## config.mk

```make
export PLATFORM = sky130hd
export DESIGN_NAME = write_back_commit_unit
export DESIGN_NICKNAME = d
export VERILOG_FILES = /design/src/rtl/write_back_commit_unit.sv
export SDC_FILE = /design/constraint.sdc
export NUM_CORES = 2
export LEC_CHECK = 0
export CAP_MARGIN = 20
export CORE_UTILIZATION = 47
export DETAILED_ROUTE_END_ITERATION = 7
export PLACE_DENSITY = 0.7
export SLEW_MARGIN = 15
export SYNTH_ARGS = -nofsm -noshare
export SYNTH_HDL_FRONTEND = slang
export SYNTH_SLANG_ARGS = --single-unit
```

## constraint.sdc

```tcl
create_clock -name i_clk -period 17.37 [get_ports i_clk]
set_input_delay 4.3425 -clock i_clk [delete_from_list [all_inputs] [get_ports i_clk]]
set_output_delay 4.3425 -clock i_clk [all_outputs]
set_load 0.02 [all_outputs]
```

## src/rtl/write_back_commit_unit.sv

```systemverilog
// Write-back / commit stage: result mux, gated register write, commit-trace FIFO,
// retired counter and ecall-driven halt. Optional WB_TRACE_MEM_EN carries memory-access info in the trace.
module write_back_commit_unit #(
   parameter int unsigned ADDR_WIDTH  = 64,
   parameter int unsigned DATA_WIDTH  = 64,
   parameter int unsigned INSTR_WIDTH = 32,
   parameter int unsigned REG_ADDR_W  = 5,
   parameter int unsigned NUM_SRC     = 5,
   parameter int unsigned TRACE_DEPTH = 8,
   parameter int unsigned CNT_W       = 32
) (
   input  logic                          i_clk,
   input  logic                          i_arst_n,
   input  logic                          i_valid,
   input  logic [$clog2(NUM_SRC)-1:0]    i_result_src,
   input  logic [NUM_SRC*DATA_WIDTH-1:0] i_src_data,
   input  logic [REG_ADDR_W-1:0]         i_rd_addr,
   input  logic                          i_reg_we,
   input  logic [ADDR_WIDTH-1:0]         i_pc,
   input  logic [INSTR_WIDTH-1:0]        i_instruction,
   input  logic                          i_ecall,
   input  logic [DATA_WIDTH-1:0]         i_a0,
`ifdef WB_TRACE_MEM_EN
   input  logic                          i_mem_access,
   input  logic                          i_mem_we,
   input  logic [ADDR_WIDTH-1:0]         i_mem_addr,
   input  logic [DATA_WIDTH-1:0]         i_mem_wdata,
   output logic                          o_trace_mem_access,
   output logic                          o_trace_mem_we,
   output logic [ADDR_WIDTH-1:0]         o_trace_mem_addr,
   output logic [DATA_WIDTH-1:0]         o_trace_mem_wdata,
`endif
   output logic                          o_stall,
   output logic [DATA_WIDTH-1:0]         o_result,
   output logic [REG_ADDR_W-1:0]         o_rd_addr,
   output logic                          o_reg_we,
   input  logic                          i_trace_ready,
   output logic                          o_trace_valid,
   output logic [ADDR_WIDTH-1:0]         o_trace_pc,
   output logic [INSTR_WIDTH-1:0]        o_trace_instr,
   output logic [DATA_WIDTH-1:0]         o_trace_rd_val,
   output logic [REG_ADDR_W-1:0]         o_trace_rd_addr,
   output logic                          o_trace_rd_we,
   output logic [CNT_W-1:0]              o_retired_cnt,
   output logic                          o_halt,
   output logic [7:0]                    o_exit_code
);

   localparam int unsigned SEL_W = $clog2(NUM_SRC);
   localparam int unsigned PTR_W = $clog2(TRACE_DEPTH);
   localparam logic [PTR_W:0] PTR_ONE = (PTR_W+1)'(1);

   typedef enum logic [1:0] {RUN, DRAIN, HALT} state_e;

   typedef struct packed {
`ifdef WB_TRACE_MEM_EN
      logic                   mem_access;
      logic                   mem_we;
      logic [ADDR_WIDTH-1:0]  mem_addr;
      logic [DATA_WIDTH-1:0]  mem_wdata;
`endif
      logic [ADDR_WIDTH-1:0]  pc;
      logic [INSTR_WIDTH-1:0] instr;
      logic [DATA_WIDTH-1:0]  rd_val;
      logic [REG_ADDR_W-1:0]  rd_addr;
      logic                   rd_we;
   } entry_t;

   state_e           state_q, state_d;
   logic [PTR_W:0]   wr_ptr_q, wr_ptr_d, rd_ptr_q, rd_ptr_d;
   logic [CNT_W-1:0] cnt_q, cnt_d;
   logic [7:0]       exit_q, exit_d;
   entry_t           mem_q [TRACE_DEPTH];
   entry_t           push_entry, head;
   logic             fifo_full, fifo_empty, accept, pop;

   // Only a0[7:0] is architecturally observed as the exit code.
   logic unused_a0_hi;
   assign unused_a0_hi = ^i_a0[DATA_WIDTH-1:8];

   always_comb begin
      o_result = '0;
      for (int k = 0; k < int'(NUM_SRC); k++) begin
         if (i_result_src == SEL_W'(k)) o_result = i_src_data[k*DATA_WIDTH +: DATA_WIDTH];
      end
   end

   // Full/empty come from registered pointers only, so a same-cycle pop never frees a slot early.
   assign fifo_empty = (wr_ptr_q == rd_ptr_q);
   assign fifo_full  = (wr_ptr_q[PTR_W] != rd_ptr_q[PTR_W]) &&
                       (wr_ptr_q[PTR_W-1:0] == rd_ptr_q[PTR_W-1:0]);

   // FSM: state register
   // NOTE: sequential state uses non-blocking assignments so every flop samples pre-edge values.
   always_ff @(posedge i_clk or negedge i_arst_n) begin
      if (!i_arst_n) state_q <= RUN;
      else           state_q <= state_d;
   end

   // FSM: next state
   always_comb begin
      state_d = state_q;
      unique case (state_q)
         RUN:     if (accept && i_ecall) state_d = DRAIN;
         DRAIN:   if (fifo_empty)        state_d = HALT;
         HALT:    state_d = HALT;
         default: state_d = RUN;
      endcase
   end

   // FSM: outputs
   always_comb begin
      o_stall = fifo_full || (state_q != RUN);
      accept  = i_valid && (state_q == RUN) && !fifo_full;
      o_halt  = (state_q == HALT);
   end

   assign o_rd_addr     = i_rd_addr;
   assign o_reg_we      = accept && i_reg_we;
   assign o_trace_valid = !fifo_empty;
   assign pop           = o_trace_valid && i_trace_ready;

   always_comb begin
      push_entry         = '0;
      push_entry.pc      = i_pc;
      push_entry.instr   = i_instruction;
      push_entry.rd_val  = o_result;
      push_entry.rd_addr = i_rd_addr;
      push_entry.rd_we   = i_reg_we;
`ifdef WB_TRACE_MEM_EN
      push_entry.mem_access = i_mem_access;
      push_entry.mem_we     = i_mem_we;
      push_entry.mem_addr   = i_mem_addr;
      push_entry.mem_wdata  = i_mem_wdata;
`endif
   end

   always_comb begin
      wr_ptr_d = accept ? wr_ptr_q + PTR_ONE : wr_ptr_q;
      rd_ptr_d = pop    ? rd_ptr_q + PTR_ONE : rd_ptr_q;
      cnt_d    = accept ? cnt_q + CNT_W'(1) : cnt_q;
      exit_d   = (accept && i_ecall) ? i_a0[7:0] : exit_q;
   end

   always_ff @(posedge i_clk or negedge i_arst_n) begin
      if (!i_arst_n) begin
         wr_ptr_q <= '0;
         rd_ptr_q <= '0;
         cnt_q    <= '0;
         exit_q   <= '0;
      end else begin
         wr_ptr_q <= wr_ptr_d;
         rd_ptr_q <= rd_ptr_d;
         cnt_q    <= cnt_d;
         exit_q   <= exit_d;
      end
   end

   // NOTE: trace storage has no reset; stale entries are masked by the head mux below.
   always_ff @(posedge i_clk) begin
      if (accept) mem_q[wr_ptr_q[PTR_W-1:0]] <= push_entry;
   end

   assign head = o_trace_valid ? mem_q[rd_ptr_q[PTR_W-1:0]] : '0;

   assign o_trace_pc      = head.pc;
   assign o_trace_instr   = head.instr;
   assign o_trace_rd_val  = head.rd_val;
   assign o_trace_rd_addr = head.rd_addr;
   assign o_trace_rd_we   = head.rd_we;
`ifdef WB_TRACE_MEM_EN
   assign o_trace_mem_access = head.mem_access;
   assign o_trace_mem_we     = head.mem_we;
   assign o_trace_mem_addr   = head.mem_addr;
   assign o_trace_mem_wdata  = head.mem_wdata;
`endif

   assign o_retired_cnt = cnt_q;
   assign o_exit_code   = exit_q;

endmodule
```

Yosys cells after proc, flatten, opt, wreduce, memory -nomap -nowiden --
Memories as Yosys holds them, arrays and structs flattened. Index checks and enable logic that the tools add are counted.
Storage, ports and cells: bits of input ports 494, memory bits (writable) 1328, output and inout port bits 279, memories 1, register bits after elaboration 50
Cells by class: add/sub/neg operators 3, reductions and logical operators 13, equal/unequal tests 11, muxes and demuxes 11
Memory list:
- mem_q | depth 8, bits a word 166, read ports 1, clocked after memory_dff 0, wr ports 1, RTL line 73 | entry_t mem_q [TRACE_DEPTH];
Operators by type and width (count):
- $mux W64 | 5
- $mux W166 | 1
- $add A32 B1 Y32 const B | 1
- $add A4 B1 Y4 const B | 2
- $eq A3 B2 Y1 const B | 2
- $logic_and A1 B1 Y1 | 6
- $pmux W2 S3 | 1
- $eq A4 B4 Y1 | 1
- $mux W2 | 2
- $ne A2 B2 Y1 const B | 2
- $eq A3 B1 Y1 const B | 1
- $eq A3 B3 Y1 | 1
- $eq A3 B3 Y1 const B | 1
- $logic_not A3 Y1 | 1
- $eq A2 B1 Y1 const B | 1
- $eq A2 B2 Y1 const B | 1
- $logic_not A1 Y1 | 2
- $logic_not A2 Y1 | 1
- $mux W1 | 2
- $reduce_and A2 Y1 | 1
- $reduce_bool A2 Y1 | 1
- $logic_or A1 B1 Y1 | 1
- $ne A1 B1 Y1 | 1

Logic depth before layout (Yosys ltp) --
depth after elaboration 7, gate-level depth with buffers 8, mapped depth without buffers 7

Worst setup path before layout --
OpenSTA, ideal clock, no wires.
path type input-to-reg, start point input i_valid, end point memory mem_q[6][0] (netlist name) (enable), cell stages on the path 5, buffers on the path 1, path slack -548 ps, data arrival time 16989 ps, cells stage by stage and2_1 -> o41a_2 -> buf_2 -> nand2_1 -> nor3b_1
Between the ends: longest elaborated chain between the ends 4
Ends and longest elaborated chain:
- start, declared | RTL line 14 | input logic i_valid,
- $logic_and A1 B1 Y1 (2 in series) | RTL line 114 | accept = i_valid && (state_q == RUN) && !fifo_full;
- $mux W1 | RTL line 161 | if (accept) mem_q[wr_ptr_q[PTR_W-1:0]] <= push_entry;
- $mux W1 (implied by the code) | RTL line 161
- end, declared | RTL line 73
Every way passes these cells.

Worst setup path in the final report --
start point input i_result_src[0], end point output o_result[58]
Between the ends: longest elaborated chain between the ends 6, elaborated cells between the ends (all ways) 10, classes of those cells eq/ne: 4; mux: 5; reduce/logical: 1
Ends and longest elaborated chain:
- start, declared | RTL line 15 | input logic [$clog2(NUM_SRC)-1:0] i_result_src,
- $logic_not A3 Y1 | RTL line 84 | if (i_result_src == SEL_W'(k)) o_result = i_src_data[k*DATA_WIDTH +: DATA_WIDTH];
- $mux W64 (4 in series) | RTL line 84
- $mux W64 (*) | RTL line 84
- end, declared | RTL line 34 | output logic [DATA_WIDTH-1:0] o_result,
Every way passes the cells marked *; elsewhere a longest branch is shown, timed or not.

==> flow_metrics.tcl <==
set metrics [dict create \
    area_growth_syn_to_layout_pct 24.7 \
    die_x_um 344 \
    min_path_cells 1 \
    place_area_mm2 0.0639 \
    wl_per_cell_um 26.2 \
    endpoint_kind "output pin" \
    viasPerCell 5.62 \
    drt-pass1-iter-count 5 \
    cts_inserted_buffers 142 \
    cts_hold_buf 0 \
    ys_top_cells_by_area "edfxtp_1 (73%), mux4_2 (15%), mux2i_1 (3.5%)" \
    synth_top_family_by_area "multiplexers" \
    port_buffers 716 \
    antenna_found_initial 6 \
    cts.sinks 1378 \
    synth_xor_area_share_pct 0.710 \
    yosysTopAreaCellShare_pct 72.6 \
    drtIter0Drc 2024 \
    crit_family "buffers and inverters" \
    ys_warn_count 0 \
    synth.area.mux_share_pct 18.9 \
    gr-total-overflow 0 \
    worst_clock_skew_ns 0.0217 \
    crit_path_max_fanout 50 \
    fmax_mhz 84.5 \
    r2r_slack_ns 13.18 \
    post_synth_num_cell_types 42 \
    switching_share_pct 31.9 \
    clk_root_buffer_cell "clkbuf_16" \
    synth_fa_ha_area_share_pct 0.159 \
    place_inst 4785 \
    initial_utilization_pct 47.4 \
    synthArstFlopShare_pct 3.63 \
    yosys.area_share.simple_pct 2.54 \
    crit_chain "buf_6 -> buf_4 -> mux2i_1 -> nor2_1 -> a21oi_1 -> o22ai_1 -> clkdlybuf4s50_1" \
    irDropWorstVdd_uv 154 \
    total_leakage_power_nw 22.8 \
    p_int_mw 7.59 \
    hold_viol_final 0 \
    clock_power_share_pct 27.2 \
    htreeDepth 4 \
    cts_resized 0 \
    power_density_mw_per_mm2 163 \
    core_area_mm2 0.116 \
    route.antenna.remaining_nets 0 \
    status "finished, final reports clean" \
    post-dp-hpwl_um 79100 \
    ioPinCount 773 \
    track_usage_pct 22.4 \
    yosysMostFrequentCell "edfxtp_1" \
    synth_compound_area_share_pct 1.35 \
    rsz0062_at_grt "no" \
    vias 28314 \
    tightest_slew_ns 1.13 \
    p_seq_share_pct 36.5 \
    slew_headroom_pct 24.4 \
    place.gp.congestion 0.813 \
    drv_cap 0 \
    ys_seq_area_share_pct 74.8 \
    cts_tree "built" \
    min_path_type "register to register" \
    stdcell_count 5039 \
    whs_endpoint "o_retired_cnt[31]$_DFFE_PN0P_" \
    grt_pass1_wl_um 192000 \
    synthCells 2644 \
    synth_nets 3145 \
    path_clk_slew_ns 0.06 \
    drc_errors 0 \
    post_cts_buffers 0 \
    syn_area_per_cell_um2 20.8 \
    worstSkewPairLatency_ns 0.74 \
    final_cell_area_mm2 0.0685 \
    die_h_um 344 \
    finalPower_mw 11.1 \
    synth_ff_type "edfxtp_1" \
    r2r_cells 6 \
    grt_pass1_vias 29434 \
    synth-edff-count 1328 \
    crit_required_ns 13.03 \
    critical_path_class "primary input to output pin" \
    nNetsFinal 3906 \
    drive_above_1_share_pct 18.5 \
    syn_area_mm2 0.0550 \
    rows 125 \
    cp.arrival_ns 7.49 \
    synthTopCellsByCount "edfxtp_1 (1328), mux4_2 (369), nor2_1 (203)" \
    drv_slew 0 \
    ys_ff_latch 1378 \
    cp_slowest_cell "clkdlybuf4s50_1" \
    final.min_clock_period_ns 11.83 \
    post-route-util_pct 59.1 \
    hp-start "o_retired_cnt[31]$_DFFE_PN0P_" \
    timing.final.crit_share_pct 68.1 \
    combinationalPowerShare_pct 36.3 \
    yosysTopAreaCell "edfxtp_1" \
    die-area_mm2 0.118 \
    grt_max_degree 161 \
    setup_viol 0 \
    clockBufferDepth 3 \
    routed_wl_um 132000 \
    cp-start-kind "primary input" \
    slowest_delay_ns 0.86 \
    whs_ns 0.471 \
    cp_num_buf_inv 3 \
    p_switching_mw 3.55 \
    r2r_start "rd_ptr_q[1]$_DFFE_PN0P_" \
    rr_endpoint "mem_q[1][86]$_DFFE_PP_" \
]
[metrics by stage]
stage / setup TNS (ns) / setup slack (ns)
after floorplan: -244.90 / -0.548
after global placement: 0 / 5.49
after detailed placement: 0 / 5.45
after CTS: 0 / 5.45
after global routing: 0 / 5.25
final: 0 / 5.54
[state kept, by name, summed over array words and instances, names as in the netlist]
register       cells
o_exit_code        8
mem_q           1328
rd_ptr_q           4
wr_ptr_q           4
o_retired_cnt     32
state_q            2
[power by group through the flow]
stage	Sequential (mW)	Clock, mW	Combinational, mW
after floorplan	4.17	0	2.45
after global placement	4.13	0	4.11
after detailed placement	4.15	0	4.12
after CTS	4.08	3.09	4.13
after global routing	4.10	3.21	4.31
final	4.07	3.03	4.05
[cells by family (layout without fill, tap and decap cells)]
group           after synthesis  in the layout
fa+ha+maj                     7              7
buf+inv                     198           1067
simple gates                325            325
flops                      1378           1378
compound gates              121            121
mux                         573            573
other cells                   0              2
xor+xnor                     42             42
[cell usage in the layout (no fill, tap or decap), types with 30 or more instances in the layout]
| cell | count |
|---|---|
| nand2_1 | 57 |
| o21ai_1 | 37 |
| clkbuf_1 | 30 |
| clkdlybuf4s50_1 | 712 |
| buf_4 | 56 |
| xnor2_1 | 31 |
| inv_1 | 41 |
| mux4_2 | 369 |
| edfxtp_1 | 1328 |
| clkbuf_16 | 146 |
| dfrtp_1 | 47 |
| nor2_1 | 201 |
| mux2i_1 | 193 |
[routing by layer]
metal / up-vias / global-route usage (%) / share of wire, %
li1: 12356 / - / -
met1: 14855 / 28.0 / 39
met2: 917 / 38.8 / 52
met3: 178 / 5.04 / 6.5
met4: 8 / 7.33 / 2.7
met5: - / 0 / 0.039
[how the worst max path moves through the flow]
stage | startpoint | end | slack (ns) | cells after the start
6_report | i_result_src[0] | o_result[58] | 5.54 | 7
5_1_grt | i_result_src[0] | o_result[6] | 5.25 | 7
4_1_cts | i_result_src[0] | o_result[6] | 5.45 | 7
3_5_place_dp | i_result_src[0] | o_result[6] | 5.45 | 7
3_3_place_gp | i_result_src[0] | o_result[6] | 5.49 | 7
2_1_floorplan | i_valid | mem_q[6][0]$_DFFE_PP_ | -0.55 | 5
[cell type report]
cell class,instances,area (µm²)
Timing Repair Buffer,773,7620
Clock inverter,75,867
Multi-Input combinational cell,1068,13100
Fill cell,8449,47500
Sequential cell,1378,41100
Inverter,42,158
Tap cell,1524,1910
Clock buffer,177,3780
Antenna cell,2,5.00
Power figures use the tool's default switching activity.
